[src/rtl/window_pkg.sv]
// Shared types and window index names for the 3x3 window former and its kernels.
package window_pkg;

    localparam int WIN_SIZE = 3;
    localparam int PXL_DEF  = 8;

    typedef logic [2:0][PXL_DEF-1:0] rgb_t;
    typedef rgb_t [8:0]              window_t;

    // Index is row*3+col, row 0 on top, col 0 oldest.
    localparam int W_TL = 0;
    localparam int W_TC = 1;
    localparam int W_TR = 2;
    localparam int W_ML = 3;
    localparam int W_C  = 4;
    localparam int W_MR = 5;
    localparam int W_BL = 6;
    localparam int W_BC = 7;
    localparam int W_BR = 8;

endpackage

[src/rtl/raster_counter.sv]
// Column/row raster position counter with end-of-line and end-of-frame flags.
module raster_counter #(
    parameter int IMG_WIDTH        = 640,
    parameter int IMG_HEIGHT_VALID = 478,
    localparam int CW = $clog2(IMG_WIDTH),
    localparam int RW = $clog2(IMG_HEIGHT_VALID + 2)
) (
    input  logic          i_clk,
    input  logic          i_reset,
    input  logic          i_step,
    output logic [CW-1:0] col,
    output logic [RW-1:0] row,
    output logic          o_eol,
    output logic          o_eof
);

    localparam logic [CW-1:0] COL_LAST = CW'(IMG_WIDTH - 1);
    localparam logic [RW-1:0] ROW_LAST = RW'(IMG_HEIGHT_VALID - 1);

    assign o_eol = (col == COL_LAST);
    assign o_eof = o_eol && (row == ROW_LAST);

    always_ff @(posedge i_clk) begin
        if (i_reset) begin
            col <= '0;
            row <= '0;
        end else if (i_step) begin
            if (o_eol) begin
                col <= '0;
                row <= o_eof ? '0 : row + RW'(1);
            end else begin
                col <= col + CW'(1);
            end
        end
    end

endmodule

[src/rtl/window_3x3_former.sv]
// Shifts three vertically aligned pixel rows into a 3x3 RGB window and tags it
// with its centre coordinate; windows straddling a line boundary are suppressed.
module window_3x3_former
    import window_pkg::*;
#(
    parameter int PXL_CHANNEL = 8,
    parameter int IMG_WIDTH   = 640,
    parameter int IMG_HEIGHT  = 480,
    localparam int CW = $clog2(IMG_WIDTH),
    localparam int RW = $clog2(IMG_HEIGHT)
) (
    input  logic                              i_clk,
    input  logic                              i_reset,
    input  logic                              i_enable_rx,
    input  logic [2:0][PXL_CHANNEL-1:0]       i_row_top,
    input  logic [2:0][PXL_CHANNEL-1:0]       i_row_mid,
    input  logic [2:0][PXL_CHANNEL-1:0]       i_row_bot,
    output logic                              o_enable_tx,
    output logic [8:0][2:0][PXL_CHANNEL-1:0]  o_window,
    output logic [CW-1:0]                     o_center_x,
    output logic [RW-1:0]                     o_center_y,
    output logic                              o_last
);

    logic [WIN_SIZE-1:0][2:0][PXL_CHANNEL-1:0] top_r, mid_r, bot_r;
    logic [CW-1:0] col_cnt;
    logic [RW-1:0] row_cnt;
    logic          eol, eof;
    logic          full;

    raster_counter #(
        .IMG_WIDTH        (IMG_WIDTH),
        .IMG_HEIGHT_VALID (IMG_HEIGHT - 2)
    ) u_raster (
        .i_clk   (i_clk),
        .i_reset (i_reset),
        .i_step  (i_enable_rx),
        .col     (col_cnt),
        .row     (row_cnt),
        .o_eol   (eol),
        .o_eof   (eof)
    );

    // Stale columns from the previous line are never cleared; they are simply
    // not reported until two fresh columns have pushed them out.
    assign full = (col_cnt >= CW'(2));

    always_ff @(posedge i_clk) begin
        if (i_reset) begin
            top_r       <= '0;
            mid_r       <= '0;
            bot_r       <= '0;
            o_enable_tx <= 1'b0;
            o_last      <= 1'b0;
            o_center_x  <= '0;
            o_center_y  <= '0;
        end else begin
            o_enable_tx <= i_enable_rx && full;
            o_last      <= i_enable_rx && eof;
            if (i_enable_rx) begin
                top_r <= {i_row_top, top_r[WIN_SIZE-1:1]};
                mid_r <= {i_row_mid, mid_r[WIN_SIZE-1:1]};
                bot_r <= {i_row_bot, bot_r[WIN_SIZE-1:1]};
                if (full) begin
                    o_center_x <= col_cnt - CW'(1);
                    o_center_y <= row_cnt + RW'(1);
                end
            end
        end
    end

    for (genvar c = 0; c < WIN_SIZE; c++) begin : g_col
        assign o_window[c]              = top_r[c];
        assign o_window[WIN_SIZE + c]   = mid_r[c];
        assign o_window[2*WIN_SIZE + c] = bot_r[c];
    end

endmodule
[config.mk]
export PLATFORM = sky130hd
export DESIGN_NAME = window_3x3_former
export DESIGN_NICKNAME = d
export VERILOG_FILES = /design/src/rtl/window_pkg.sv /design/src/rtl/raster_counter.sv /design/src/rtl/window_3x3_former.sv
export SDC_FILE = /design/constraint.sdc
export NUM_CORES = 1
export LEC_CHECK = 0
export BUFFER_PORTS_ARGS = -buffer_cell sky130_fd_sc_hd__buf_2
export CORE_UTILIZATION = 40
export CTS_BUF_LIST = sky130_fd_sc_hd__clkbuf_8
export DETAILED_ROUTE_END_ITERATION = 8
export GPL_TIMING_DRIVEN = 0
export PLACE_DENSITY = 0.63
export SLEW_MARGIN = 20
export SYNTH_ARGS = -nofsm -noshare
export SYNTH_HDL_FRONTEND = slang
export SYNTH_SLANG_ARGS = --single-unit
[constraint.sdc]
create_clock -name i_clk -period 5 [get_ports i_clk]
set_clock_uncertainty 0.15 [all_clocks]
set_input_delay 0.25 -clock i_clk [delete_from_list [all_inputs] [get_ports i_clk]]
set_output_delay 0.25 -clock i_clk [all_outputs]
set_load 0.02 [all_outputs]
### Word level (Yosys, flattened, before mapping)

Index checks and enable logic that the tools add are counted.

* equality and inequality tests: 2
* mux-type cells: 2
* add/subtract/negate cells: 3
* order comparisons: 1
* reductions and logical operators: 5

Operators with widths (number)
* adder 10 x 1 -> 10 bit (second input constant): 1
* equality test 10 bit (second input constant): 1
* greater-or-equal comparator 10 x 2 -> 1 bit (second input constant): 1
* two-way mux 10 bit: 1
* subtractor 10 x 1 -> 10 bit (second input constant): 1
* adder 9 x 1 -> 9 bit (second input constant): 1
* equality test 9 bit (second input constant): 1
* two-way mux 9 bit: 1
* AND reduction 2 bit: 2
* logical AND 1 bit: 3

* flip-flop bits (word level): 256
* output and inout bits: 237

### Longest topological paths before layout

Gate-level depths: netlist of the first run.

* word-level depth: 3
* mapped depth: 7
* mapped depth without buffers: 6

### Modules after synthesis

A second synthesis of the first run with hierarchy kept.

* cell total of the unflattened synthesis: 921
* area, all modules: 9541.7 um2

By module, submodules not included
* window_3x3_former: area an instance 8563.2 um2, times used 1, cells each 810
* raster_counter: area an instance 978.4 um2, times used 1, cells each 111

### Least setup slack after synthesis of the first run

No wires, ideal clock.

* path type: register -> register
* start point: register u_raster.col[0]
* end point: register u_raster.row[6]
* data arrival time: 1.749 ns
* stages on the path, launching flop included: 6
* required time: 4.776 ns
* buffers on the path: 0
* path slack: 3.026 ns
* clock period less this slack: 1.974 ns
* path through: dfxtp_1 -> ha_1 -> nand2_1 -> or4_1 -> or4_1 -> o21ai_0

* longest elaborated chain between the ends: 3
* elaborated cells on any way between the ends: 4

Ends and longest elaborated chain
* start: declaration: line raster_counter.sv:11 `output logic [CW-1:0] col,`
* start signal: assignment: line raster_counter.sv:32 `col <= col + CW'(1);`
* equality test 10 bit (*): line raster_counter.sv:20 `assign o_eol = (col == COL_LAST);`
* logical AND 1 bit: line raster_counter.sv:21 `assign o_eof = o_eol && (row == ROW_LAST);`
* two-way mux 9 bit: line raster_counter.sv:30 `row <= o_eof ? '0 : row + RW'(1);`
* end signal: assignment: line raster_counter.sv:30
* end: declaration: line raster_counter.sv:12 `output logic [RW-1:0] row,`

Every way passes the cells marked *; elsewhere a longest branch is shown, timed or not.
A chain may end at the register's enable or synchronous reset.

### Final worst setup path of the first run

* start point: register u_raster.col[0]
* end point: register u_raster.row[0]

Same word-level chain as after synthesis.

==> metrics.txt, run 1 <==
CTS root buffer=clkbuf_8; # Max-Cap Violations=0; Final Critical Period=~2.4 ns; top cells by area, synth=dfxtp_1, mux2i_1, nor2_1, clkbuf_1, a211oi_1; type of the tightest min-delay check=primary input to flop; Final Util=a little under three fifths; final cell count without fillers=~1700; EDFF count, synth=0; Die Wd=roughly 160 µm; synthesized area per cell=a little over 10 µm²; R2R depth=5; # setup viols final=0; vias in the first global route=between 7000 and 8000; CP arrival=roughly 2.7 ns; Critical Path Start Type=flop; ys async rst share=0%; synth unique cells=38; Worst Path Required=about 5.3 ns; Post-Synthesis Cells=about 900; crit end category=flop; clock latency on the worst-skew pair=~0.54 ns; Max Transition Viols Final=0; Post-Syn Area=9410 µm²; top cell type's share of synthesized area=54.5%; Placement Cell Area=11300 µm²; first-pass GRT wire length=40.8 mm; Hold Slack=0.0838 ns; Synth Area in XOR/XNOR=1.96%; Syn. warnings=0; placed cell count=between 1500 and 2000; Worst-path clk slew=approximately 0.060 ns; LEAKAGE=6.49 nW; status=complete, no violations; CP Class=flop to flop; DRT Pass-1 Iters=4; worst slack at placement=roughly 2.6 ns; DR WL/cell=15.8 µm; First DRT Iteration DRCs=roughly 350; pin count of the biggest net entering global routing=11; Bufs on Longest Clock Path=3; cts repair resizes=0; CTS Buf Count=43; Reg-to-Reg Start=u_raster.col[0]$_SDFFE_PP0P_; f_max=approximately 0.41 GHz; CTS tree=yes; final net count=around 1400; sequential area share after synthesis=around 54%; syn nets=997; #FFs+latches synth=approximately 260; core area=around 23000 µm²; Worst Path Max Fanout=10; overall power=4.50 mW; area grow syn2layout=37.2%; HPWL Detailed=~19 mm; commonest cells after routing, fill and taps aside=buf_2, dfxtp_1, nor2_1; IO buf count=between 300 and 400; post-synthesis simple-gate area fraction=between 10% and 20%; Hold Path Origin=i_reset; die area=between 20000 and 25000 µm²; r2r endpoint=u_raster.row[0]$_SDFFE_PP0P_; # IOs=312; Power Dens Cells=approximately 350 nW/µm²; share of layout cells above drive strength 1=about 28%; final setup margin=around 2.6 ns; main flop type after synthesis=dfxtp_1; r2r setup slk=approximately 2.6 ns; Final Hold Fails=0; unrepaired setup endpoints after global routing=false; post-synthesis compound-gate area fraction=under 10%; GPL Wtd Cong=approximately 0.8; clock sink count=between 200 and 300; Antenna Nets Post-Route=0; mux cell area share after synthesis=around 23%; Initial Util=around 41%; most common cell after layout, fill and taps aside=buf_2; GRT overflow=0; placement row count=55; Remaining DRCs=0; Synth area leader=dfxtp_1; Rel. slew slack=37.0%; Worst VDD drop=~220 µV; hold worst-path end=u_raster.row[6]$_SDFFE_PP0P_; H-tree Lvls=2; largest family of logic cells by synthesized area=multiplexers; Tot GR Track Use=approximately 21%; measured slew at the worst slew-check pin=between 0.9 and 1 ns; Hold Path Depth=3; initial antenna violation count=1; WL final=about 27 mm; Die H=around 160 µm; Setup TNS=0 ns; Post-Synth Adder-Cell Area=0.665%; fin area=approximately 13000 µm²; Vias=between 7000 and 8000; vias per cell=4.67; period utilization=between 40% and 50%
## worst max-delay path by stage
stage / start / endpoint / slack (ns) / depth (start not counted)
6_report: u_raster.col[0]$_SDFFE_PP0P_ / u_raster.row[0]$_SDFFE_PP0P_ / 2.58 / 5
5_1_grt: u_raster.col[0]$_SDFFE_PP0P_ / u_raster.row[0]$_SDFFE_PP0P_ / 2.35 / 5
4_1_cts: u_raster.col[0]$_SDFFE_PP0P_ / u_raster.row[0]$_SDFFE_PP0P_ / 2.56 / 5
3_5_place_dp: i_enable_rx / o_window[113]$_SDFFE_PP0P_ / 2.58 / 5
3_3_place_gp: i_enable_rx / o_window[22]$_SDFFE_PP0P_ / 2.58 / 5
2_1_floorplan: u_raster.col[0]$_SDFFE_PP0P_ / u_raster.row[6]$_SDFFE_PP0P_ / 3.03 / 5
## synthesized netlist by cell type, types with 10 or more instances
cell	count
dfxtp_1	256
nor2_1	244
mux2i_1	217
clkbuf_1	39
a211oi_1	17
nand2_1	14
buf_1	12
buf_2	12
xnor2_1	11
a21oi_1	10
xor2_1	10
## where the power goes
group	switching, mW	internal (mW)
Sequential	0.0552	2.12
Combinational	0.299	0.213
Clock	0.818	0.994
Total	1.17	3.33
## flip-flops by register name, indices dropped and copies added (netlist names)
name / count
o_center_x: 10
o_center_y: 9
o_last: 1
u_raster.col: 10
u_raster.row: 9
o_enable_tx: 1
o_window: 216
## routing by layer
| layer | vias up | GRT usage, % | part of all wire (%) |
|---|---|---|---|
| met2 | 237 | 35.5 | 47 |
| met1 | 3663 | 26.3 | 44 |
| met5 | - | 0 | 0 |
| met3 | 52 | 7.02 | 7.4 |
| met4 | 0 | 7.00 | 2.2 |
| li1 | 3939 | - | - |
## final cells by class
cell class                      instances  area, µm²
Clock buffer                           49        674
Antenna cell                            1       2.50
Inverter                                9       33.8
Clock inverter                         28        161
Sequential cell                       256       5120
Multi-Input combinational cell        588       3990
Buffer                                 64        256
Tap cell                              313        392
Fill cell                            2168       9940
Timing Repair Buffer                  381       2270
## cells by family after synthesis
family | count (synthesis)
AOI/OAI and AO/OA | 41
xor gates and xnor gates | 21
adders and majority gates | 5
buffers and inverters | 73
DFF | 256
muxes | 217
and+or+nand+nor | 304
## timing repair
| action | in CTS | in global routing |
|---|---|---|
| setup buffers | 0 | 0 |
| setup endpoints to repair | 0 | 0 |
| hold buffers | 72 | 0 |
| hold endpoints to repair | 72 | 0 |
## worst max-delay path: stages (launching register included)
cell	delay (ns)
dfxtp_1	0.50
ha_1	0.24
nand2_1	0.11
nor4_2	0.86
nand2_1	0.22
o31ai_1	0.24
(Power assumes the default switching activity.)
==> run 2: changes to the inputs <==
- ABC_AREA: default -> 1
- clock period: 5 -> 2.5 ns (I/O delays scaled with it)
==> run 2 against run 1 <==
Compared with the run above: global-route usage is 3.0 points higher; sequential power is 110% higher; clock power increased by 99%; non-clock buffer count rose by 19; sequential share of layout area decreased by 0.13 points; final cell count rose by 18%; count of clock-buffer cells in the layout increased by 2; critical path depth increased by 2; critical endpoint is now o_window[32]$_SDFFE_PP0P_; combinational power increased to 2.7 times the previous value.
==> metrics.txt, run 2 <==
synthesized area per cell=7.77 µm² (-24%); H-tree Lvls=2 (unchanged); commonest cells after routing, fill and taps aside=nor2_1, buf_2, dfxtp_1; crit end category=flop; post-CTS setup buffers=0 (unchanged); Power Dens Cells=734 nW/µm² (+110%); crit path from=i_reset; Post-Syn Area=9430 µm² (+0.28%); share of layout cells above drive strength 1=25.4% (-2.3 points); fin area=12900 µm² (+0.34%); HPWL Detailed=21.3 mm (+14%); CTS Buf Count=43 (unchanged); period utilization=about 72%; top cells by area, synth=dfxtp_1, nor2_1, o21ai_0, nand2_1, buf_6; Die Wd=156 µm (+0.14%); f_max=approximately 0.55 GHz; Filler cells=2244 (+3.5%); IO buf count=310 (+0.32%); CTS tree=yes; top-count cell post-synth=nor2_1; #FFs+latches synth=256 (unchanged); top cell type's share of synthesized area=54.3% (-0.15 points); Die H=156 µm (+0.14%); GPL Wtd Cong=0.863 (+6.6%); clock latency on the worst-skew pair=0.53 ns (about the same); sequential area share after synthesis=54.3% (-0.15 points); DRT Pass-1 Iters=4 (unchanged); most common library cells after synthesis=nor2_1, dfxtp_1, o21ai_0; final setup margin=0.697 ns (-1.89 ns); CP arrival=2.12 ns (-0.60 ns); final cell count without fillers=1987 (+18%); CTS root buffer=clkbuf_8; die area=24200 µm² (+0.28%); Worst-path clk slew=0.06 ns (about the same); placement row count=55 (unchanged); cts repair resizes=0 (unchanged); Setup TNS=0 ns (unchanged); vias in the first global route=9181 (+22%); most common cell after layout, fill and taps aside=nor2_1; crit-path leading delay family=buffers and inverters; status=complete, no violations; # Max-Cap Violations=0 (unchanged); Critical Path Start Type=primary input; Syn. warnings=0 (unchanged); Rel. slew slack=60.3% (+23 points); main flop type after synthesis=dfxtp_1; number of diodes=0 (-1); Tot GR Track Use=24.5% (+3.0 points); GRT overflow=0 (unchanged); core area=22900 µm² (+0.30%); WL final=29.7 mm (+12%); Worst VDD drop=433 µV (+98%); Top cell by count, worst path=buf_2; first-pass GRT wire length=47.3 mm (+16%); syn nets=1294 (+30%); DR WL/cell=15.0 µm (-5.0%); EDFF count, synth=0 (unchanged); LEAKAGE=6.30 nW (-2.9%); vias per cell=4.79 (+2.6%); Initial Util=41.2% (about the same); Bufs on Longest Clock Path=3 (unchanged); Final Util=56.5% (about the same); worst path cell trace=dlygate4sd3_1 -> buf_2 -> clkinv_1 -> buf_2 -> clkbuf_1 -> o21ai_0 -> nor2_1; slowest CP cell=dlygate4sd3_1; Worst Path Required=2.82 ns (-2.48 ns); final net count=1722 (+21%); Post-CTS Hold Fix Bufs=73 (+1.4%); clock sink count=256 (unchanged); pin count of the biggest net entering global routing=12 (+1); measured slew at the worst slew-check pin=0.595 ns (-0.341 ns); # setup viols final=0 (unchanged); synth unique cells=30 (-21%); Placement Cell Area=11400 µm² (+0.28%); Final Critical Period=approximately 1.8 ns; max reg flops=216 (unchanged); CP bufs+invs=5 (+5); Post-Synthesis Cells=1214 (+32%); Largest stage delay, worst path=0.53 ns (-0.33 ns); Reg-to-Reg Start=u_raster.col[0]$_SDFFE_PP0P_; Antenna Nets Post-Route=0 (unchanged); CP Class=primary input to flop; Max Transition Viols Final=0 (unchanged); First DRT Iteration DRCs=541 (+54%); area grow syn2layout=37.3% (about the same); # IOs=312 (unchanged); worst slack at placement=0.720 ns (-1.86 ns); type of the tightest min-delay check=primary input to flop; Synth area leader=dfxtp_1; Vias=9521 (+21%); unrepaired setup endpoints after global routing=false; Worst Path Max Fanout=10 (unchanged); Hold Path Origin=i_enable_rx; initial antenna violation count=0 (-1); placed cell count=1837 (+19%); ys async rst share=0% (unchanged); Remaining DRCs=0 (unchanged); Final Hold Fails=0 (unchanged)
## run 2: path summary, 6_finish.rpt
path,to,slack (ns),depth (start not counted)
worst max-delay path,o_window[32]$_SDFFE_PP0P_,0.70,7
worst min-delay path,u_raster.col[0]$_SDFFE_PP0P_,0.03,5
worst min register to register,o_center_y[6]$_SDFFE_PP0P_,0.31,2
worst max register to register,o_center_y[2]$_SDFFE_PP0P_,0.71,8
## run 2: metal layers
layer / track usage, % / vias to the layer above / part of all wire [%]
li1: - / 4748 / -
met1: 30.4 / 4343 / 44
met2: 39.4 / 341 / 44
met3: 5.81 / 89 / 7.1
met4: 13.1 / 0 / 4.9
met5: 0 / - / 0
## run 2: logic make-up (layout without fill, tap and decap cells)
| group | Yosys count | after routing | synth area share, % |
|---|---|---|---|
| xor gates and xnor gates | 11 | 11 | 1.02 |
| and+or+nand+nor | 590 | 590 | 24.9 |
| adders and majority gates | 5 | 5 | 0.663 |
| AOI/OAI and AO/OA | 247 | 247 | 13.2 |
| buffers and inverters | 105 | 565 | 5.86 |
| DFF | 256 | 256 | 54.3 |
## run 2: per-stage QoR
stage | hold slack, ns | total power [mW]
global route | 0.0277 | 9.95
global placement | 0.195 | 5.88
floorplan | 0.110 | 5.38
finish | 0.0278 | 9.51
CTS | 0.00395 | 9.60
detailed placement | 0.204 | 5.90
## run 2: worst reg2reg max path, stage by stage, from the launching register on
cell	delay, ns
dfxtp_1	0.37
inv_1	0.13
ha_1	0.22
nor2_1	0.08
nand3_1	0.13
o21ai_2	0.24
buf_6	0.19
nand2_1	0.06
a21oi_1	0.13
## run 2: layout make-up
type	instances	area (µm²)	share of cell area [%]
repair buffers	383	2280	17.6
plain buffers	81	458	3.54
flip-flops and latches	256	5120	39.6
multi-input cells	853	3750	29.0
well taps	313	392	3.02
clock inverters	26	139	1.07
inverters	24	95.1	0.734
clock buffers	51	702	5.42
## run 2: power breakdown
part	internal [mW]	switching (mW)
sequential	4.34	0.169
combinational	0.504	0.890
clock	1.95	1.65
total	6.80	2.71
